<file path="src/rtl/wb_arbiter_pkg.sv">
// Shared defaults for the register-file writeback path: widths, the zero-register
// address and a saturating adder used by the optional WB_ARB_STATS_EN counters.
package wb_arbiter_pkg;
  localparam int DWIDTH_DEF = 32;
  localparam int AWIDTH_DEF = 5;
  localparam int ZERO_REG   = 0;

  function automatic logic [15:0] sat_add16(input logic [15:0] a, input logic [15:0] b);
    logic [16:0] s;
    s = {1'b0, a} + {1'b0, b};
    return s[16] ? 16'hFFFF : s[15:0];
  endfunction
endpackage

</file>
<file path="src/rtl/wb_fifo.sv">
// Multi-cycle result FIFO with per-entry live bits, address-match kill and lookup.
// WB_ARB_STATS_EN adds kill_num, the number of live entries killed this cycle.
module wb_fifo
  import wb_arbiter_pkg::*;
#(
  parameter int DWIDTH = DWIDTH_DEF,
  parameter int AWIDTH = AWIDTH_DEF,
  parameter int DEPTH  = 4,
  localparam int IW    = $clog2(DEPTH),
  localparam int PW    = IW + 1
) (
  input  logic              clk,
  input  logic              rst,
  input  logic              push,
  input  logic [AWIDTH-1:0] push_addr,
  input  logic [DWIDTH-1:0] push_data,
  input  logic              pop,
  input  logic              kill_en,
  input  logic [AWIDTH-1:0] kill_addr,
  input  logic [AWIDTH-1:0] chk_addr,
  output logic              chk_pending,
  output logic              head_valid,
  output logic              head_live,
  output logic [AWIDTH-1:0] head_addr,
  output logic [DWIDTH-1:0] head_data,
  output logic              full,
  output logic [PW-1:0]     count
`ifdef WB_ARB_STATS_EN
  ,
  output logic [PW-1:0]     kill_num
`endif
);
  logic [DEPTH-1:0][AWIDTH-1:0] addr_q;
  logic [DEPTH-1:0][DWIDTH-1:0] data_q;
  logic [DEPTH-1:0]             live_q, kill_hit, chk_hit, pop_mask, push_mask;
  logic [PW-1:0]                wr_ptr, rd_ptr;
  logic [IW-1:0]                wr_idx, rd_idx;
  logic                         empty, do_push, do_pop;

  assign wr_idx  = wr_ptr[IW-1:0];
  assign rd_idx  = rd_ptr[IW-1:0];
  assign count   = wr_ptr - rd_ptr;
  assign empty   = (wr_ptr == rd_ptr);
  assign full    = (wr_ptr[IW] != rd_ptr[IW]) && (wr_idx == rd_idx);
  assign do_push = push && !full;
  assign do_pop  = pop && !empty;

  // Live bits are only ever set for occupied slots, so live implies occupied.
  always_comb begin
    kill_hit  = '0;
    chk_hit   = '0;
    pop_mask  = '0;
    push_mask = '0;
    for (int i = 0; i < DEPTH; i++) begin
      kill_hit[i] = kill_en && live_q[i] && (addr_q[i] == kill_addr);
      chk_hit[i]  = live_q[i] && (addr_q[i] == chk_addr);
    end
    if (do_pop)  pop_mask[rd_idx]  = 1'b1;
    if (do_push) push_mask[wr_idx] = 1'b1;
  end

  assign chk_pending = (|chk_hit) && (chk_addr != AWIDTH'(ZERO_REG));
  assign head_valid  = !empty;
  assign head_live   = live_q[rd_idx];
  assign head_addr   = addr_q[rd_idx];
  assign head_data   = data_q[rd_idx];

`ifdef WB_ARB_STATS_EN
  always_comb begin
    kill_num = '0;
    for (int i = 0; i < DEPTH; i++) kill_num = kill_num + PW'(kill_hit[i]);
  end
`endif

  always_ff @(posedge clk) begin
    if (rst) begin
      wr_ptr <= '0;
      rd_ptr <= '0;
      live_q <= '0;
    end else begin
      live_q <= (live_q & ~kill_hit & ~pop_mask) | push_mask;
      if (do_push) wr_ptr <= wr_ptr + 1'b1;
      if (do_pop)  rd_ptr <= rd_ptr + 1'b1;
    end
  end

  always_ff @(posedge clk) begin
    if (do_push) begin
      addr_q[wr_idx] <= push_addr;
      data_q[wr_idx] <= push_data;
    end
  end
endmodule

</file>
<file path="src/rtl/wb_arbiter.sv">
// Register-file write port arbiter: pipeline writeback wins, multi-cycle results
// queue and drain in idle slots. WB_ARB_STATS_EN adds kill/drop/stall counters.
module wb_arbiter
  import wb_arbiter_pkg::*;
#(
  parameter int DWIDTH = DWIDTH_DEF,
  parameter int AWIDTH = AWIDTH_DEF,
  parameter int DEPTH  = 4
) (
  input  logic                   r_clk,
  input  logic                   r_rst,
  input  logic                   wb_valid,
  input  logic [AWIDTH-1:0]      wb_addr,
  input  logic [DWIDTH-1:0]      wb_data,
  input  logic                   mc_valid,
  input  logic [AWIDTH-1:0]      mc_addr,
  input  logic [DWIDTH-1:0]      mc_data,
  output logic                   mc_ready,
  input  logic [AWIDTH-1:0]      chk_addr,
  output logic                   chk_pending,
  output logic                   r_wr_en,
  output logic [AWIDTH-1:0]      r_addr_in,
  output logic [DWIDTH-1:0]      r_data_in,
  output logic [$clog2(DEPTH):0] pending_cnt
`ifdef WB_ARB_STATS_EN
  ,
  output logic [15:0]            kill_cnt,
  output logic [15:0]            drop_cnt,
  output logic [15:0]            stall_cnt
`endif
);
  localparam int PW = $clog2(DEPTH) + 1;

  logic              full, head_valid, head_live;
  logic              wb_wr, mc_acc, mc_drop, mc_push, pop;
  logic [AWIDTH-1:0] head_addr;
  logic [DWIDTH-1:0] head_data;

  assign mc_ready = !full && !r_rst;
  assign wb_wr    = wb_valid && (wb_addr != AWIDTH'(ZERO_REG));
  assign mc_acc   = mc_valid && mc_ready;
  // A same-cycle wb write to the same register is younger, so the mc result is dead on arrival.
  assign mc_drop  = mc_acc && ((mc_addr == AWIDTH'(ZERO_REG)) || (wb_wr && (mc_addr == wb_addr)));
  assign mc_push  = mc_acc && !mc_drop;
  assign pop      = !wb_wr && head_valid;

`ifdef WB_ARB_STATS_EN
  logic [PW-1:0] kill_num;
`endif

  wb_fifo #(
    .DWIDTH(DWIDTH),
    .AWIDTH(AWIDTH),
    .DEPTH (DEPTH)
  ) u_fifo (
    .clk        (r_clk),
    .rst        (r_rst),
    .push       (mc_push),
    .push_addr  (mc_addr),
    .push_data  (mc_data),
    .pop        (pop),
    .kill_en    (wb_wr),
    .kill_addr  (wb_addr),
    .chk_addr   (chk_addr),
    .chk_pending(chk_pending),
    .head_valid (head_valid),
    .head_live  (head_live),
    .head_addr  (head_addr),
    .head_data  (head_data),
    .full       (full),
    .count      (pending_cnt)
`ifdef WB_ARB_STATS_EN
    ,
    .kill_num   (kill_num)
`endif
  );

  always_ff @(posedge r_clk) begin
    if (r_rst) begin
      r_wr_en   <= 1'b0;
      r_addr_in <= '0;
      r_data_in <= '0;
    end else if (wb_wr) begin
      r_wr_en   <= 1'b1;
      r_addr_in <= wb_addr;
      r_data_in <= wb_data;
    end else if (pop && head_live) begin
      r_wr_en   <= 1'b1;
      r_addr_in <= head_addr;
      r_data_in <= head_data;
    end else begin
      r_wr_en   <= 1'b0;
    end
  end

`ifdef WB_ARB_STATS_EN
  always_ff @(posedge r_clk) begin
    if (r_rst) begin
      kill_cnt  <= '0;
      drop_cnt  <= '0;
      stall_cnt <= '0;
    end else begin
      kill_cnt  <= sat_add16(kill_cnt, 16'(kill_num));
      drop_cnt  <= sat_add16(drop_cnt, {15'd0, mc_drop});
      stall_cnt <= sat_add16(stall_cnt, {15'd0, mc_valid && !mc_ready});
    end
  end
`endif
endmodule

</file>
<file path="config.mk">
export PLATFORM = sky130hd
export DESIGN_NAME = wb_arbiter
export DESIGN_NICKNAME = d
export VERILOG_FILES = /design/src/rtl/wb_arbiter_pkg.sv /design/src/rtl/wb_fifo.sv /design/src/rtl/wb_arbiter.sv
export SDC_FILE = /design/constraint.sdc
export NUM_CORES = 1
export LEC_CHECK = 0
export ABC_AREA = 1
export CAP_MARGIN = 20
export CORE_AREA = 2 2 145 147
export DETAILED_ROUTE_END_ITERATION = 16
export DIE_AREA = 0 0 147 149
export GPL_TIMING_DRIVEN = 0
export MAX_ROUTING_LAYER = met4
export PLACE_DENSITY = 0.72
export SLEW_MARGIN = 20
export SYNTH_ARGS = -nofsm -noshare
export SYNTH_HDL_FRONTEND = slang
export SYNTH_SLANG_ARGS = --single-unit
</file>
<file path="constraint.sdc">
create_clock -name r_clk -period 3.5 [get_ports r_clk]
set_clock_uncertainty 0.15 [all_clocks]
set_input_delay 0.35 -clock r_clk [delete_from_list [all_inputs] [get_ports r_clk]]
set_output_delay 0.35 -clock r_clk [all_outputs]
set_load 0.03 [all_outputs]
</file>
---- After elaboration in Yosys (flattened, before gate mapping) ----
Cells that the tools add are included.
cells by class
  add/subtract/negate cells ............... 3
  magnitude comparators ................... 4
  eq/ne operators ......................... 12
  mux-type cells .......................... 24
  bitwise gates (word level) .............. 5
  reduce and logical (&&, ||, !) cells .... 37
operator list
  kind                   number
  $bwmux W128            1
  $mux W32               4
  $bmux W32 S2           1
  $demux W32 S2          1
  $eq A5 B5 Y1           9
  $logic_and A1 B1 Y1    26
  $bwmux W20             1
  $mux W5                4
  $bmux W5 S2            1
  $demux W5 S2           1
  $reduce_bool A5 Y1     2
  $and A4 B4 Y4          2
  $mux W4                2
  $not A4 Y4             2
  $add A3 B1 Y3 const B  2
  $lt A2 B3 Y1 const B   2
  $logic_not A1 Y1       5
  $logic_not A5 Y1       1
  $mux W1                5
  $demux W1 S2           2
  $ge A2 B1 Y1 const B   2
  $or A4 B4 Y4           1
  $reduce_or A4 Y1       1
  $eq A3 B3 Y1           1
  6 further kinds        6
storage, ports and cells
  bits in registers ....................... 196
  output and inout port bits .............. 43
  word-level logic and storage cells ...... 99

---- Depth between registers and ports, before layout ----
  depth in word-level cells ............... 11
  depth in mapped cells ................... 11

---- Modules after synthesis ----
From an unflattened synthesis, not the netlist that was laid out.
second synthesis, totals
  cells, all modules ...................... 969
  area, all modules ....................... 9400.3 um^2
modules (own cells, without submodules)
  module      times used  cells an instance  area an instance (um^2)  seq. area each (um^2)
  wb_fifo     1           615                6847.8                   4644.5
  wb_arbiter  1           354                2552.4                   760.7

---- Least setup slack after synthesis ----
No wires, ideal clock.
  kind .................................... register to register
  from .................................... register u_fifo.rd_ptr[1]
  to ...................................... register u_fifo.addr_q[0] (netlist bit), enable pin
  setup time .............................. 0.392 ns
  arrival time ............................ 2.414 ns
  data required time ...................... 2.958 ns
  setup slack ............................. 0.544 ns
  cell stages (with the launch flop) ...... 9
  buffers on the path ..................... 1
  period minus slack after synthesis ...... 2.956 ns
  cell sequence ........................... dfxtp_1 > inv_2 > clkbuf_1 > ha_1 > nand2_1 > o21ai_0 > nor2_2 > nand3_1 > inv_1
between the ends
  word-level cells in the longest chain between the ends .. 9
RTL lines
  item                             RTL line                         text
  from (decl)                      wb_fifo.sv:36                    logic [PW-1:0] wr_ptr, rd_ptr;
  from (signal assigned)           wb_fifo.sv:83                    if (do_pop) rd_ptr <= rd_ptr + 1'b1;
  $eq A2 B2 Y1 *                   wb_fifo.sv:44                    assign full = (wr_ptr[IW] != rd_ptr[IW]) && (wr_idx == rd_idx);
  $logic_and A1 B1 Y1 *            wb_fifo.sv:44
  $logic_not A1 Y1 *               wb_fifo.sv:45, wb_arbiter.sv:39
  $logic_and A1 B1 Y1              wb_arbiter.sv:39                 assign mc_ready = !full && !r_rst;
  $logic_and A1 B1 Y1              wb_arbiter.sv:41                 assign mc_acc = mc_valid && mc_ready;
  $logic_and A1 B1 Y1              wb_arbiter.sv:43                 assign mc_drop = mc_acc && ((mc_addr == AWIDTH'(ZERO_REG)) || (wb_wr && (mc_addr == wb_addr)));
  $logic_not A1 Y1                 wb_arbiter.sv:44                 assign mc_push = mc_acc && !mc_drop;
  $logic_and A1 B1 Y1              wb_arbiter.sv:44
  $logic_and A1 B1 Y1 *            wb_fifo.sv:45                    assign do_push = push && !full;
  to (signal, indexed assignment)  wb_fifo.sv:89                    addr_q[wr_idx] <= push_addr;
  to (decl)                        wb_fifo.sv:33                    logic [DEPTH-1:0][AWIDTH-1:0] addr_q;
Mark *: on every way between the ends. The rest lies on a longest branch, timed or not.
A chain may end at the register's enable or synchronous reset.

---- Worst setup path in the final report ----
  from .................................... register u_fifo.rd_ptr[1]
  to ...................................... output port mc_ready
between the ends
  word-level cells in the longest chain between the ends .. 4
RTL lines
  item                 RTL line          text
  $eq A2 B2 Y1         wb_fifo.sv:44
  $logic_and A1 B1 Y1  wb_fifo.sv:44
  $logic_not A1 Y1     wb_arbiter.sv:39
  $logic_and A1 B1 Y1  wb_arbiter.sv:39
  to (decl)            wb_arbiter.sv:18  output logic mc_ready,
Every way passes these cells.

==> metrics.cfg <==
[cts]
cts.clk_slew.worst_paths_ns=0.07
cts_tree=built
post_cts_buffers=0
clk_path_buf_depth=2
ctsHoldBuffers=0
clk_latency_ns=0.43
cts_sinks=196
h-tree-depth=4
clock-root-buffer=clkbuf_16
cts_buffers=17

[synthesis]
ys_top_cells_by_area=edfxtp_1, dfxtp_1, nor2_1, nand2_1, o21ai_0
synthFlopType=edfxtp_1
synth_nets=955
syn_area_um2=8593
ys_seq_elements=196
postSynthCellCount=861
synth_common_cells=nor2_1, nand2_1, edfxtp_1
synth_edf_count=148
synth.distinct_cells=31
post-synth-top-count-cell=nor2_1
async_reset_ff_frac=0
netlist.area_leader.share=0.5172
yosys_warnings=0
yosysSeqAreaShare=0.6290
syn_area_per_cell_um2=9.981
yosysTopAreaCell=edfxtp_1

[sta]
rsz0062_at_grt=false
fin_crit_sh=0.8795
relSlewSlack=0.5441
tightest_slew_ns=0.6839
hold_viol_final=0
setup_violations=0
period_needed_ns=3.078
max_freq_ghz=0.3248
slew_viol_final=0
setup_ws_ns=0.4216

[drt]
wl_per_cell_um=17.58
routed_via_density=5.172
drc_errors=0
drt_iter0_markers=608
postRouteAntennaNets=0
drt_pass1_iterations=5
vias=6667
wl_um=22660

[place]
io_buffers=118
gp_congestion=0.9187
post-place-ws_ns=0.02857
dpl.hpwl_um=15660

[pwr]
total_power_uw=6022
vdd_drop_max_uv=328.2
cellPowerDensity_nw_per_um2=557.0
leakage_uw=0.004063

[global_routing]
grt_pass1_vias=6228
grt_max_degree=31
track_usage=0.2126
grt.overflow.total=0
grt_pass1_wl_um=34670
antenna_found_initial=0

[setup_path]
critPathMaxFanout=21
regToRegEndpoint=u_fifo.data_q[95]
start_kind=register
r2r_cells=8
path_class=register to output port
startpoint=u_fifo.rd_ptr[1]
critPathRequiredTime_ns=3.00
reg2reg_setup_slack_ns=0.55
r2r-start=u_fifo.rd_ptr[1]
critPathArrivalTime_ns=2.58
endpoint_kind=output port

[floorplanning]
io_pins=126
die_h_um=149
floorplan.initialDensity=0.4180
rows=53
die_x_um=147
die_area_um2=21900
core_um2=20560

[final_layout]
area_growth_pct=25.82
final_util=0.5259
num_antenna_cells=0
nets=1095
drive_gt1_frac=0.06410

[worst_hold_path]
worst_hold_path_type=input pin to register
holdPathEnd=r_wr_en
min_from=r_rst
hold_depth=2

[run_status]
status=finished, final reports clean

[job]
maxCapViolCount=0

==> layout make-up <==
type / count / area (um^2)
plain buffers: 48 / 265.3
clock buffers: 18 / 429.2
repair buffers: 122 / 1269
flip-flops and latches: 196 / 5406
inverters: 39 / 153.9
clock inverters: 14 / 178.9
well taps: 275 / 344.1
fillers: 1829 / 9746
multi-input cells: 577 / 2765
==> timing repair <==
action	4_1_cts	5_1_grt
endpoints found under the setup margin	1	32
gates resized for setup	2	0
pin swaps	0	0
gates cloned	0	0
==> critical path, cell delays in order, from the launching register on <==
cell and delay, ns:
dfxtp_2 0.46, inv_2 0.24, ha_1 0.41, nand2_1 0.07, o21ai_1 0.30, inv_1 0.07
clkdlybuf4s50_1 0.59
==> metal layers <==
layer | part of all wire | up-vias | wire length, um | GRT usage
met5 | 0 | - | 0 | -
met4 | 0.022 | 0 | 499 | 0.07019
met3 | 0.067 | 33 | 1512 | 0.03425
met2 | 0.48 | 250 | 10760 | 0.3319
met1 | 0.44 | 3156 | 9881 | 0.2868
li1 | - | 3228 | - | -
==> cell families (layout without fill, tap and decap cells) <==
family | Yosys count | in the layout | share of synthesized area
compound gates | 184 | 184 | 0.1136
xor+xnor | 23 | 23 | 0.02432
fa+ha+maj | 11 | 11 | 0.01689
buf+inv | 88 | 241 | 0.04921
flops | 196 | 196 | 0.6290
simple gates | 359 | 359 | 0.1670
==> per-stage QoR <==
stage	instances	hold WS [ns]	instance area (um^2)	TNS [ns]
6_report	1289	0.2385	10810	0
5_1_grt	1289	0.2712	10810	0
4_1_cts	1290	0.2326	10820	0
3_5_place_dp	1258	0.3377	10210	0
3_3_place_gp	1254	0.3364	10120	-98.17
2_1_floorplan	861	0.2989	8593	0
==> flip-flops by register name, summed over array words and instances (netlist names) <==
register	count
u_fifo.live_q	4
u_fifo.rd_ptr	3
u_fifo.data_q	128
u_fifo.addr_q	20
u_fifo.wr_ptr	3
r_wr_en	1
r_addr_in	5
r_data_in	32
==> placed cells by master (no fill, tap or decap), types with 2 or more instances in the layout <==
master           Yosys  routed
edfxtp_1           148     148
dfxtp_1             48      47
o21ai_1              7       8
o22ai_1             38      38
inv_1               35      31
nand4_1              5       5
clkbuf_1            30      30
inv_8                1       3
a21oi_1             22      22
nand3_1             27      27
inv_2                3       7
ha_1                10      10
nand3_2              2       2
nor3_1               2       2
o21ai_0            114     113
buf_1                2       2
clkbuf_16            0      17
bufinv_16            0       3
clkinv_4             0       2
xnor2_1              7       7
nor2_1             162     162
buf_2               10      10
xor2_1              15      15
clkinv_1             0       3
clkdlybuf4s50_1      0     118
buf_6                3       3
o211ai_1             3       3
nand2_1            157     157
buf_12               3       6
==> how the worst max path moves through the flow <==
stage | to | slack, ns | cells past startpoint
after detailed placement | u_fifo.data_q[84] | 0.03 | 9
final | mc_ready | 0.42 | 6
after floorplan | u_fifo.addr_q[0] | 0.54 | 8
after global routing | mc_ready | 0.27 | 6
after CTS | mc_ready | 0.12 | 7
after global placement | u_fifo.data_q[114] | -0.71 | 8
==> report_power, final <==
| group | switching [uW] | total, uW | leakage (uW) | internal (uW) |
|---|---|---|---|---|
| clock | 848 | 1980 | 0.000294 | 1130 |
| combinational | 864 | 1370 | 0.00203 | 503 |
| sequential | 63.1 | 2670 | 0.00174 | 2610 |
| total | 1770 | 6020 | 0.00406 | 4250 |
Note: power is estimated with default switching activity, not from simulation.
